### src/rtl/traffic_pkg.sv
// Shared definitions for the intersection controller: lamp codes,
// phase type and the elaboration-time duration clamp.
package traffic_pkg;

  // Per-direction lamp triplet {green, yellow, red}
  localparam logic [2:0] LAMP_GRN = 3'b100;
  localparam logic [2:0] LAMP_YEL = 3'b010;
  localparam logic [2:0] LAMP_RED = 3'b001;

  typedef enum logic {
    PH_GREEN  = 1'b0,
    PH_YELLOW = 1'b1
  } phase_e;

  // A zero-second phase would never be visible, so it is stretched to one second.
  function automatic int clamp_dur(input int d);
    return (d < 1) ? 1 : d;
  endfunction

endpackage

### src/rtl/tick_prescaler.sv
// One-second tick generator: counts clk cycles 0..TICK_DIV-1 and flags the
// last cycle of each period. TICK_DIV=1 yields a tick every cycle.
module tick_prescaler #(
  parameter int TICK_DIV = 50_000_000
) (
  input  logic clk,
  input  logic rst,
  output logic tick
);

  localparam int               L_DIV  = (TICK_DIV < 1) ? 1 : TICK_DIV;
  localparam int               CNT_W  = (L_DIV > 1) ? $clog2(L_DIV) : 1;
  localparam logic [CNT_W-1:0] L_LAST = CNT_W'(L_DIV - 1);

  logic [CNT_W-1:0] r_tick_cnt;

  // Cycle counter that wraps at the end of each one-second period
  always_ff @(posedge clk) begin
    // NOTE: sequential state uses non-blocking assignments so every flop updates from pre-edge values.
    if (rst) begin
      r_tick_cnt <= '0;
    end else if (r_tick_cnt == L_LAST) begin
      r_tick_cnt <= '0;
    end else begin
      r_tick_cnt <= r_tick_cnt + CNT_W'(1);
    end
  end

  assign tick = (r_tick_cnt == L_LAST);

endmodule

### src/rtl/traffic_light_controller_param.sv
// Parametrised N-way traffic light controller. Serves NUM_DIR approaches in
// cyclic order, each with a GREEN then YELLOW phase, timed in seconds from a
// clk prescaler. mode selects uniform (0) or major/minor (1) green timing and
// is only sampled when a green phase is loaded.
// Optional build macro TLC_SKIP_IDLE_EN adds a req input so the next green
// goes to the first requesting direction after the current one.
module traffic_light_controller_param
  import traffic_pkg::*;
#(
  parameter int NUM_DIR     = 4,
  parameter int TICK_DIV    = 50_000_000,
  parameter int GREEN_MAJOR = 120,
  parameter int GREEN_MINOR = 50,
  parameter int GREEN_UNI   = 50,
  parameter int YELLOW      = 10,
  parameter int SEC_W       = 8
) (
  input  logic                       clk,
  input  logic                       rst,
  input  logic                       mode,
`ifdef TLC_SKIP_IDLE_EN
  input  logic [NUM_DIR-1:0]         req,
`endif
  output logic [3*NUM_DIR-1:0]       lightout,
  output logic [$clog2(NUM_DIR)-1:0] phase_dir,
  output logic                       phase_yellow,
  output logic [SEC_W-1:0]           sec_left
);

  localparam int DIR_W = $clog2(NUM_DIR);

  // Values loaded into the seconds counter (duration minus one)
  localparam logic [SEC_W-1:0] L_LOAD_MAJOR = SEC_W'(clamp_dur(GREEN_MAJOR) - 1);
  localparam logic [SEC_W-1:0] L_LOAD_MINOR = SEC_W'(clamp_dur(GREEN_MINOR) - 1);
  localparam logic [SEC_W-1:0] L_LOAD_UNI   = SEC_W'(clamp_dur(GREEN_UNI) - 1);
  localparam logic [SEC_W-1:0] L_LOAD_YEL   = SEC_W'(clamp_dur(YELLOW) - 1);
  localparam logic [DIR_W-1:0] L_LAST_DIR   = DIR_W'(NUM_DIR - 1);

  // Green counter load for a direction under the given timing mode
  function automatic logic [SEC_W-1:0] green_load(input logic [DIR_W-1:0] dir,
                                                  input logic             md);
    if (!md) begin
      return L_LOAD_UNI;
    end
    return dir[0] ? L_LOAD_MINOR : L_LOAD_MAJOR;
  endfunction

  phase_e           r_ph;
  logic [DIR_W-1:0] r_dir;
  logic [DIR_W-1:0] r_nxt;
  logic [SEC_W-1:0] r_sec;

  phase_e           w_ph_nxt;
  logic [DIR_W-1:0] w_dir_nxt;
  logic [DIR_W-1:0] w_nxt_nxt;
  logic [SEC_W-1:0] w_sec_nxt;
  logic [DIR_W-1:0] w_succ;
  logic [3*NUM_DIR-1:0] w_light;
  logic             w_tick;

  tick_prescaler #(
    .TICK_DIV (TICK_DIV)
  ) u_tick_prescaler (
    .clk  (clk),
    .rst  (rst),
    .tick (w_tick)
  );

`ifdef TLC_SKIP_IDLE_EN
  logic [DIR_W-1:0] w_cand;
  logic             w_found;

  // Successor: first requesting direction after the current one, cyclically
  // (wrapping onto itself); plain successor when nobody is waiting
  always_comb begin
    w_succ  = (r_dir == L_LAST_DIR) ? '0 : r_dir + DIR_W'(1);
    w_found = 1'b0;
    w_cand  = r_dir;
    for (int k = 0; k < NUM_DIR; k++) begin
      w_cand = (w_cand == L_LAST_DIR) ? '0 : w_cand + DIR_W'(1);
      if (!w_found && req[w_cand]) begin
        w_succ  = w_cand;
        w_found = 1'b1;
      end
    end
  end
`else
  // Successor: strict cyclic order
  always_comb begin
    w_succ = (r_dir == L_LAST_DIR) ? '0 : r_dir + DIR_W'(1);
  end
`endif

  // State register: phase, owning direction, latched successor, seconds left
  always_ff @(posedge clk) begin
    if (rst) begin
      r_ph  <= PH_GREEN;
      r_dir <= '0;
      r_nxt <= '0;
      r_sec <= green_load('0, mode);
    end else begin
      r_ph  <= w_ph_nxt;
      r_dir <= w_dir_nxt;
      r_nxt <= w_nxt_nxt;
      r_sec <= w_sec_nxt;
    end
  end

  // Next state: count seconds down on each tick, change phase when exhausted
  always_comb begin
    // NOTE: every combinational output gets a default first so no latch is inferred.
    w_ph_nxt  = r_ph;
    w_dir_nxt = r_dir;
    w_nxt_nxt = r_nxt;
    w_sec_nxt = r_sec;
    if (w_tick) begin
      if (r_sec != '0) begin
        w_sec_nxt = r_sec - SEC_W'(1);
      end else if (r_ph == PH_GREEN) begin
        w_ph_nxt  = PH_YELLOW;
        w_nxt_nxt = w_succ;
        w_sec_nxt = L_LOAD_YEL;
      end else begin
        w_ph_nxt  = PH_GREEN;
        w_dir_nxt = r_nxt;
        w_sec_nxt = green_load(r_nxt, mode);
      end
    end
  end

  // Lamp decode: owner green, or owner and successor yellow; everyone else red
  always_comb begin
    w_light = '0;
    for (int d = 0; d < NUM_DIR; d++) begin
      if (r_ph == PH_GREEN && r_dir == DIR_W'(d)) begin
        w_light[3*(NUM_DIR-1-d) +: 3] = LAMP_GRN;
      end else if (r_ph == PH_YELLOW && (r_dir == DIR_W'(d) || r_nxt == DIR_W'(d))) begin
        w_light[3*(NUM_DIR-1-d) +: 3] = LAMP_YEL;
      end else begin
        w_light[3*(NUM_DIR-1-d) +: 3] = LAMP_RED;
      end
    end
  end

  assign lightout     = w_light;
  assign phase_dir    = r_dir;
  assign phase_yellow = (r_ph == PH_YELLOW);
  assign sec_left     = r_sec;

endmodule

### config.mk
export PLATFORM = sky130hd
export DESIGN_NAME = traffic_light_controller_param
export DESIGN_NICKNAME = d
export VERILOG_FILES = /design/src/rtl/traffic_pkg.sv /design/src/rtl/tick_prescaler.sv /design/src/rtl/traffic_light_controller_param.sv
export SDC_FILE = /design/constraint.sdc
export NUM_CORES = 1
export LEC_CHECK = 0
export BUFFER_PORTS_ARGS = -buffer_cell sky130_fd_sc_hd__buf_2
export CAP_MARGIN = 20
export CORE_AREA = 2 2 65 67
export CTS_CLUSTER_SIZE = 14
export DETAILED_ROUTE_END_ITERATION = 7
export DIE_AREA = 0 0 67 69
export PLACE_DENSITY = 0.72
export SYNTH_ARGS = -nofsm -noshare
export SYNTH_HDL_FRONTEND = slang
export SYNTH_SLANG_ARGS = --single-unit
### constraint.sdc
create_clock -name clk -period 2.65 [get_ports clk]
set_input_delay 0.1325 -clock clk [delete_from_list [all_inputs] [get_ports clk]]
set_output_delay 0.1325 -clock clk [all_outputs]
set_load 0.05 [all_outputs]
==> results of run 1 <==
## per-layer routing
layer	vias up	share of wire [%]	track usage, %
met5	-	0	0
met4	0	1.8	7.48
met3	7	5.4	5.38
met2	55	45	29.5
met1	869	48	28.4
li1	932	-	-
## metrics by stage
step                total power [mW]  setup WS [ns]
global route                    1.14          0.352
CTS                             1.10          0.525
finish                          1.09          0.517
global placement               0.720          0.615
floorplan                      0.701          0.329
detailed placement             0.719          0.562
## synth_stat cells, types with 4 or more instances
master	count
nand3_1	11
xnor2_1	7
nor4_1	4
xor2_1	8
nand4_1	12
or4_1	12
or3_1	7
nand2_1	11
and3_1	4
inv_1	7
o21ai_0	8
nor3_1	5
o31ai_1	11
a21oi_1	20
ha_1	7
clkbuf_1	4
nor2b_1	6
nor2_1	24
edfxtp_1	8
dfxtp_1	31
buf_2	4
## sequential cells by signal, summed over array words and instances, names as in the netlist
register,flops
phase_yellow,1
phase_dir,2
r_nxt,2
sec_left,8
u_tick_prescaler.r_tick_cnt,26
## worst min-delay path by stage
| stage | start | to | slack (ns) | cells after the start |
|---|---|---|---|---|
| final | rst | u_tick_prescaler.r_tick_cnt[6] | 0.17 | 2 |
| after CTS | rst | u_tick_prescaler.r_tick_cnt[6] | 0.16 | 2 |
| after global routing | rst | u_tick_prescaler.r_tick_cnt[2] | 0.18 | 2 |
| after floorplan | rst | sec_left[0] | 0.31 | 1 |
| after global placement | u_tick_prescaler.r_tick_cnt[0] | u_tick_prescaler.r_tick_cnt[0] | 0.42 | 1 |
| after detailed placement | u_tick_prescaler.r_tick_cnt[0] | u_tick_prescaler.r_tick_cnt[0] | 0.45 | 1 |
## cells by family (layout without fill, tap and decap cells)
kind of cell	after synthesis	count (layout)	synth area share, %
xor gates and xnor gates	15	15	6.25
adders and majority gates	7	7	4.17
AOI/OAI and AO/OA	47	47	13.9
buffers and inverters	18	43	4.35
DFF	39	39	41.0
and+or+nand+nor	110	110	29.8
muxes	1	1	0.536
## layout make-up
| class | instances | area [um2] |
|---|---|---|
| Clock buffer | 7 | 76.3 |
| Clock inverter | 1 | 5.00 |
| Fill cell | 374 | 1590 |
| Inverter | 7 | 26.3 |
| Multi-Input combinational cell | 180 | 1150 |
| Sequential cell | 39 | 861 |
| Tap cell | 50 | 62.6 |
| Timing Repair Buffer | 28 | 148 |
## report_power, final
part / internal, mW / switching (mW) / leakage [nW]
logic: 0.0235 / 0.0530 / 0.442
clock network: 0.185 / 0.201 / 0.0422
registers: 0.618 / 0.0117 / 0.325
## critical path: cells and delay by family (launching register included)
family | cells | cell delay (ns)
AND/OR/NAND/NOR | 3 | 1.22
AO/OA/AOI/OAI | 1 | 0.16
flip-flops | 1 | 0.40
adder cells (fa/ha/maj) | 1 | 0.17
buffers and inverters | 1 | 0.12
==> results.sh, run 1 <==
export IMPL_clkLatencyLatePin_ns=0.29
export IMPL_crit_end="phase_yellow"
export IMPL_status="complete, no violations"
export IMPL_gp_congestion=0.831
export IMPL_dr_pass1_iters=4
export IMPL_vias=1863
export IMPL_cp_startpoint="sec_left[0]"
export IMPL_slowest_delay_ns=0.57
export IMPL_grt_pass1_vias=1601
export IMPL_synthDistinctLibCells=42
export IMPL_hold_violations=0
export IMPL_final_cells=312
export IMPL_reg2reg_to="phase_yellow"
export IMPL_postRouteAntennaNets=0
export IMPL_synth_area_um2=2100
export IMPL_crit_required_ns=2.88
export IMPL_post_route_util_pct=59.5
export IMPL_dp_final_hpwl_mm=2.96
export IMPL_ios=26
export IMPL_clockBufferDepth=2
export IMPL_ys_seq_area_share_pct=41.0
export IMPL_root_buffer="clkbuf_8"
export IMPL_yosysWarningCount=0
export IMPL_antenna_found_initial=0
export IMPL_die_area_um2=4620
export IMPL_path_clk_slew_ns=0.08
export IMPL_rsz0062_at_grt="no"
export IMPL_start_kind="flop"
export IMPL_routed_wirelength_mm=4.28
export IMPL_die_w_um=67
export IMPL_finClkSkew_ns=0.00716
export IMPL_synth_edf_count=8
export IMPL_setup_viol=0
export IMPL_drc=0
export IMPL_cts_setup_buffers=0
export IMPL_routed_via_density=5.97
export IMPL_htree_levels=2
export IMPL_synthCells=237
export IMPL_fmax_ghz=0.469
export IMPL_worstMarginPinSlew_ns=0.665
export IMPL_synth_area_leaders="dfxtp_1 30%, edfxtp_1 11%, a21oi_1 4.8%"
export IMPL_ys_ff_latch=39
export IMPL_final_cell_area_um2=2330
export IMPL_place_area_um2=2250
export IMPL_slew_violations=0
export IMPL_final_cell_mix="31 x dfxtp_1, 25 x buf_2, 24 x nor2_1, 20 x a21oi_1"
export IMPL_endpoint_kind="flop"
export IMPL_rows=23
export IMPL_hold_buffers=0
export IMPL_synth_top_area_share_pct=29.5
export IMPL_setup_tns_ns=0
export IMPL_drt_first_iter_violations=155
export IMPL_synth_nets=247
export IMPL_async_flop_share_pct=0
export IMPL_p_leak_nw=0.809
export IMPL_start_util_pct=53.7
export IMPL_cap_violations=0
export IMPL_antennaDiodeCount=0
export IMPL_min_period_over_period_pct=80.5
export IMPL_min_period_ns=2.13
export IMPL_avgRoutedWirePerCell_um=13.7
export IMPL_slew_headroom_pct=55.3
export IMPL_syn_area_per_cell_um2=8.86
export IMPL_core_um2=3910
export IMPL_portBuffers=25
export IMPL_place_inst=304
export IMPL_cts_buffers=5
export IMPL_power_per_cell_area_nw_per_um2=469
export IMPL_cts_tree="yes"
export IMPL_grt_pass1_wl_mm=7.35
export IMPL_synth_flop_cell="dfxtp_1"
export IMPL_arrival_ns=2.36
export IMPL_post_cts_resized=0
export IMPL_r2r_slack_ns=0.52
export IMPL_layout_drive_gt1_share_pct=16.0
export IMPL_nets=271
export IMPL_cp_max_fo=6
export IMPL_crit_slowest_cell="or4_1"
export IMPL_whs_ns=0.172
export IMPL_layout_cells_most_common="dfxtp_1"
export IMPL_cts_sinks=39
export IMPL_worstPathCellList="inv_1 -> ha_1 -> nor3b_1 -> nand2_1 -> or4_1 -> a21oi_1"
export IMPL_worst_setup_path_type="reg -> reg"
export IMPL_grt_max_degree=19
export IMPL_reg2reg_depth=6
export IMPL_area_growth_pct=10.8
export IMPL_grt_overflow=0
export IMPL_hp_class="in -> reg"
export IMPL_yosysTopAreaCell="dfxtp_1"
export IMPL_r2r_start="sec_left[0]"
export IMPL_peakVddDrop_v=0.000355
export IMPL_die_h_um=69
export IMPL_grt_util_all_layers_pct=20.2
Note: power is estimated with default switching activity, not from simulation.
==> run 2, diff against run 1 <==
--- a/config.mk
+++ b/config.mk
@@ -5,13 +5,14 @@
 export SDC_FILE = /design/constraint.sdc
 export NUM_CORES = 1
 export LEC_CHECK = 0
+export ABC_AREA = 1
 export BUFFER_PORTS_ARGS = -buffer_cell sky130_fd_sc_hd__buf_2
 export CAP_MARGIN = 20
-export CORE_AREA = 2 2 65 67
+export CORE_AREA = 2 2 69 71
 export CTS_CLUSTER_SIZE = 14
 export DETAILED_ROUTE_END_ITERATION = 7
-export DIE_AREA = 0 0 67 69
-export PLACE_DENSITY = 0.72
+export DIE_AREA = 0 0 71 73
+export PLACE_DENSITY = 0.71
 export SYNTH_ARGS = -nofsm -noshare
 export SYNTH_HDL_FRONTEND = slang
 export SYNTH_SLANG_ARGS = --single-unit
==> constraint.sdc (replaced) <==
create_clock -name clk -period 2.1 [get_ports clk]
set_input_delay 0.105 -clock clk [delete_from_list [all_inputs] [get_ports clk]]
set_output_delay 0.105 -clock clk [all_outputs]
set_load 0.05 [all_outputs]
==> run 2 against run 1 <==
Non-clock buffer count is the same; count of clock-buffer cells in the layout shrank 2; die area grew 12%; sequential share of layout area down 5.2 points; flip-flop and latch count unchanged; combinational power up 35%; worst hold slack got worse by 0.15 ns; utilization increased by 0.21 points; critical path depth grew 5; synthesized cell count up 47%; largest power group unchanged.
==> results.sh, run 2 <==
export IMPL_status="complete, no violations"
export IMPL_die_h_um=73
export IMPL_multiInputGateArea_um2=1310
export IMPL_die_area_um2=5180
export IMPL_endpoint_kind="flop"
export IMPL_rsz0062_at_grt="no"
export IMPL_ys_ff_latch=39
export IMPL_hp_class="in -> reg"
export IMPL_finClkSkew_ns=0.00278
export IMPL_synthDistinctLibCells=30
export IMPL_grt_max_degree=20
export IMPL_postRouteAntennaNets=0
export IMPL_slowest_delay_ns=0.35
export IMPL_crit_required_ns=2.29
export IMPL_setup_viol=0
export IMPL_drt_first_iter_violations=103
export IMPL_grt_pass1_vias=1831
export IMPL_hold_buffers=0
export IMPL_area_growth_pct=13.9
export IMPL_regMostFlops="u_tick_prescaler.r_tick_cnt"
export IMPL_yosysTopAreaCell="dfxtp_1"
export IMPL_cp_top_family="simple AND/OR/NAND/NOR gates"
export IMPL_grt_pass1_wl_mm=8.00
export IMPL_fmax_ghz=0.553
export IMPL_path_clk_slew_ns=0.07
export IMPL_worst_setup_path_type="reg -> reg"
export IMPL_layout_drive_gt1_share_pct=19.7
export IMPL_dr_pass1_iters=4
export IMPL_ys_seq_area_share_pct=36.2
export IMPL_final_cell_mix="92 x nand2_1, 69 x nor2_1, 50 x inv_1, 31 x dfxtp_1, 25 x buf_2"
export IMPL_largest_reg_flops=26
export IMPL_gp_congestion=0.865
export IMPL_arrival_ns=2.00
export IMPL_cts_sinks=39
export IMPL_clockBufferDepth=2
export IMPL_nets=390
export IMPL_core_um2=4540
export IMPL_cts_buffers=5
export IMPL_crit_top_cell="nand2_4"
export IMPL_setup_tns_ns=0
export IMPL_cp_num_buf_inv=3
export IMPL_post_cts_resized=0
export IMPL_fillers=425
export IMPL_slew_violations=0
export IMPL_htree_levels=2
export IMPL_synthCells=348
export IMPL_synthTopCellsByCount="92 x nand2_1, 73 x nor2_1, 50 x inv_1, 31 x dfxtp_1, 12 x nand3_1"
export IMPL_rows=25
export IMPL_cap_violations=0
export IMPL_p_leak_nw=1.14
export IMPL_whs_ns=0.0205
export IMPL_seqCellArea_um2=861
export IMPL_portBuffers=25
export IMPL_hold_violations=0
export IMPL_routed_wirelength_mm=4.57
export IMPL_vias=2116
export IMPL_cts_tree="yes"
export IMPL_synth_nets=358
export IMPL_synth_area_leaders="dfxtp_1 26%, nand2_1 15%, nor2_1 12%"
export IMPL_grt_util_all_layers_pct=19.4
export IMPL_synth_area_um2=2380
export IMPL_synth_flop_cell="dfxtp_1"
export IMPL_antenna_found_initial=0
export IMPL_yosysWarningCount=0
export IMPL_grt_overflow=0
export IMPL_clkLatencyLatePin_ns=0.29
export IMPL_worstPathCellList="ha_1 -> nand2_2 -> nor2_4 -> nand2_4 -> inv_4 -> nand2_4 -> o21ai_4 -> buf_4 -> inv_2 -> nand2_1 -> nor2_1"
export IMPL_layout_cells_most_common="nand2_1"
export IMPL_cp_max_fo=6
export IMPL_cts_setup_buffers=0
export IMPL_slew_headroom_pct=73.9
export IMPL_power_per_cell_area_nw_per_um2=554
export IMPL_dp_final_hpwl_mm=3.66
export IMPL_antennaDiodeCount=0
export IMPL_ios=26
export IMPL_root_buffer="clkbuf_8"
export IMPL_syn_area_per_cell_um2=6.83
export IMPL_min_period_over_period_pct=86.0
export IMPL_die_w_um=71
export IMPL_peakVddDrop_v=0.000333
export IMPL_synthMostInstantiatedCell="nand2_1"
export IMPL_crit_slowest_cell="dfxtp_1"
export IMPL_synth_edf_count=8
export IMPL_min_period_ns=1.81
export IMPL_synth_top_area_share_pct=26.1
export IMPL_routed_via_density=4.86
export IMPL_start_util_pct=52.4
export IMPL_worstMarginPinSlew_ns=0.390
export IMPL_async_flop_share_pct=0
export IMPL_drc=0
export IMPL_start_kind="flop"
export IMPL_avgRoutedWirePerCell_um=10.5
==> run 2: cell families after synthesis <==
kind of cell / after synthesis / share of synthesized area, %
simple gates: 211 / 39.7
flops: 39 / 36.2
fa+ha+maj: 7 / 3.69
compound gates: 24 / 6.85
xor+xnor: 10 / 3.69
buf+inv: 57 / 9.90
==> run 2: path summary, 6_finish.rpt <==
kind,start,to,slack (ns),depth (start not counted)
setup / recovery,u_tick_prescaler.r_tick_cnt[0],u_tick_prescaler.r_tick_cnt[18],0.29,11
hold / removal,rst,phase_yellow,0.02,2
setup reg to reg,u_tick_prescaler.r_tick_cnt[0],u_tick_prescaler.r_tick_cnt[18],0.29,11
hold reg to reg,u_tick_prescaler.r_tick_cnt[0],u_tick_prescaler.r_tick_cnt[0],0.45,1
==> run 2: power breakdown <==
group	switching, mW	internal [mW]	total, mW
logic	0.0737	0.0292	0.103
clock network	0.259	0.348	0.606
registers	0.00979	0.779	0.789
total	0.342	1.16	1.50
==> run 2: worst reg2reg max path, delay by kind of cell, from the launching register on <==
| kind | cells | cell delay, ns |
|---|---|---|
| buffers and inverters | 3 | 0.38 |
| AO/OA/AOI/OAI | 1 | 0.28 |
| adder cells (fa/ha/maj) | 1 | 0.19 |
| flip-flops | 1 | 0.35 |
| AND/OR/NAND/NOR | 6 | 0.50 |
==> run 2: metal layers <==
metal  part of all wire (%)  global-route usage [%]  vias up
met2                     47                    32.6       44
met3                    4.7                    3.73        8
li1                       -                       -     1137
met4                    1.7                    6.92        0
met5                      0                       0        -
met1                     47                    25.1      927
==> run 2: cell type report <==
class | instances | area share, %
multi-input combinational | 252 | 48.2
sequential | 39 | 31.8
inverter | 54 | 7.58
timing repair buffer | 28 | 5.92
clock buffer | 5 | 2.54
tap | 54 | 2.50
clock inverter | 3 | 1.43
==> run 2: through the flow <==
step,util [%],power [mW],cell area [um2],instances,setup slack (ns)
2_1_floorplan,-,0.886,2400,348,-0.0629
3_3_place_gp,57.3,0.908,2600,427,0.344
3_5_place_dp,57.3,0.909,2600,427,0.294
4_1_cts,59.7,1.52,2710,435,0.286
5_1_grt,59.7,1.55,2710,435,0.167
6_report,59.7,1.50,2710,435,0.293
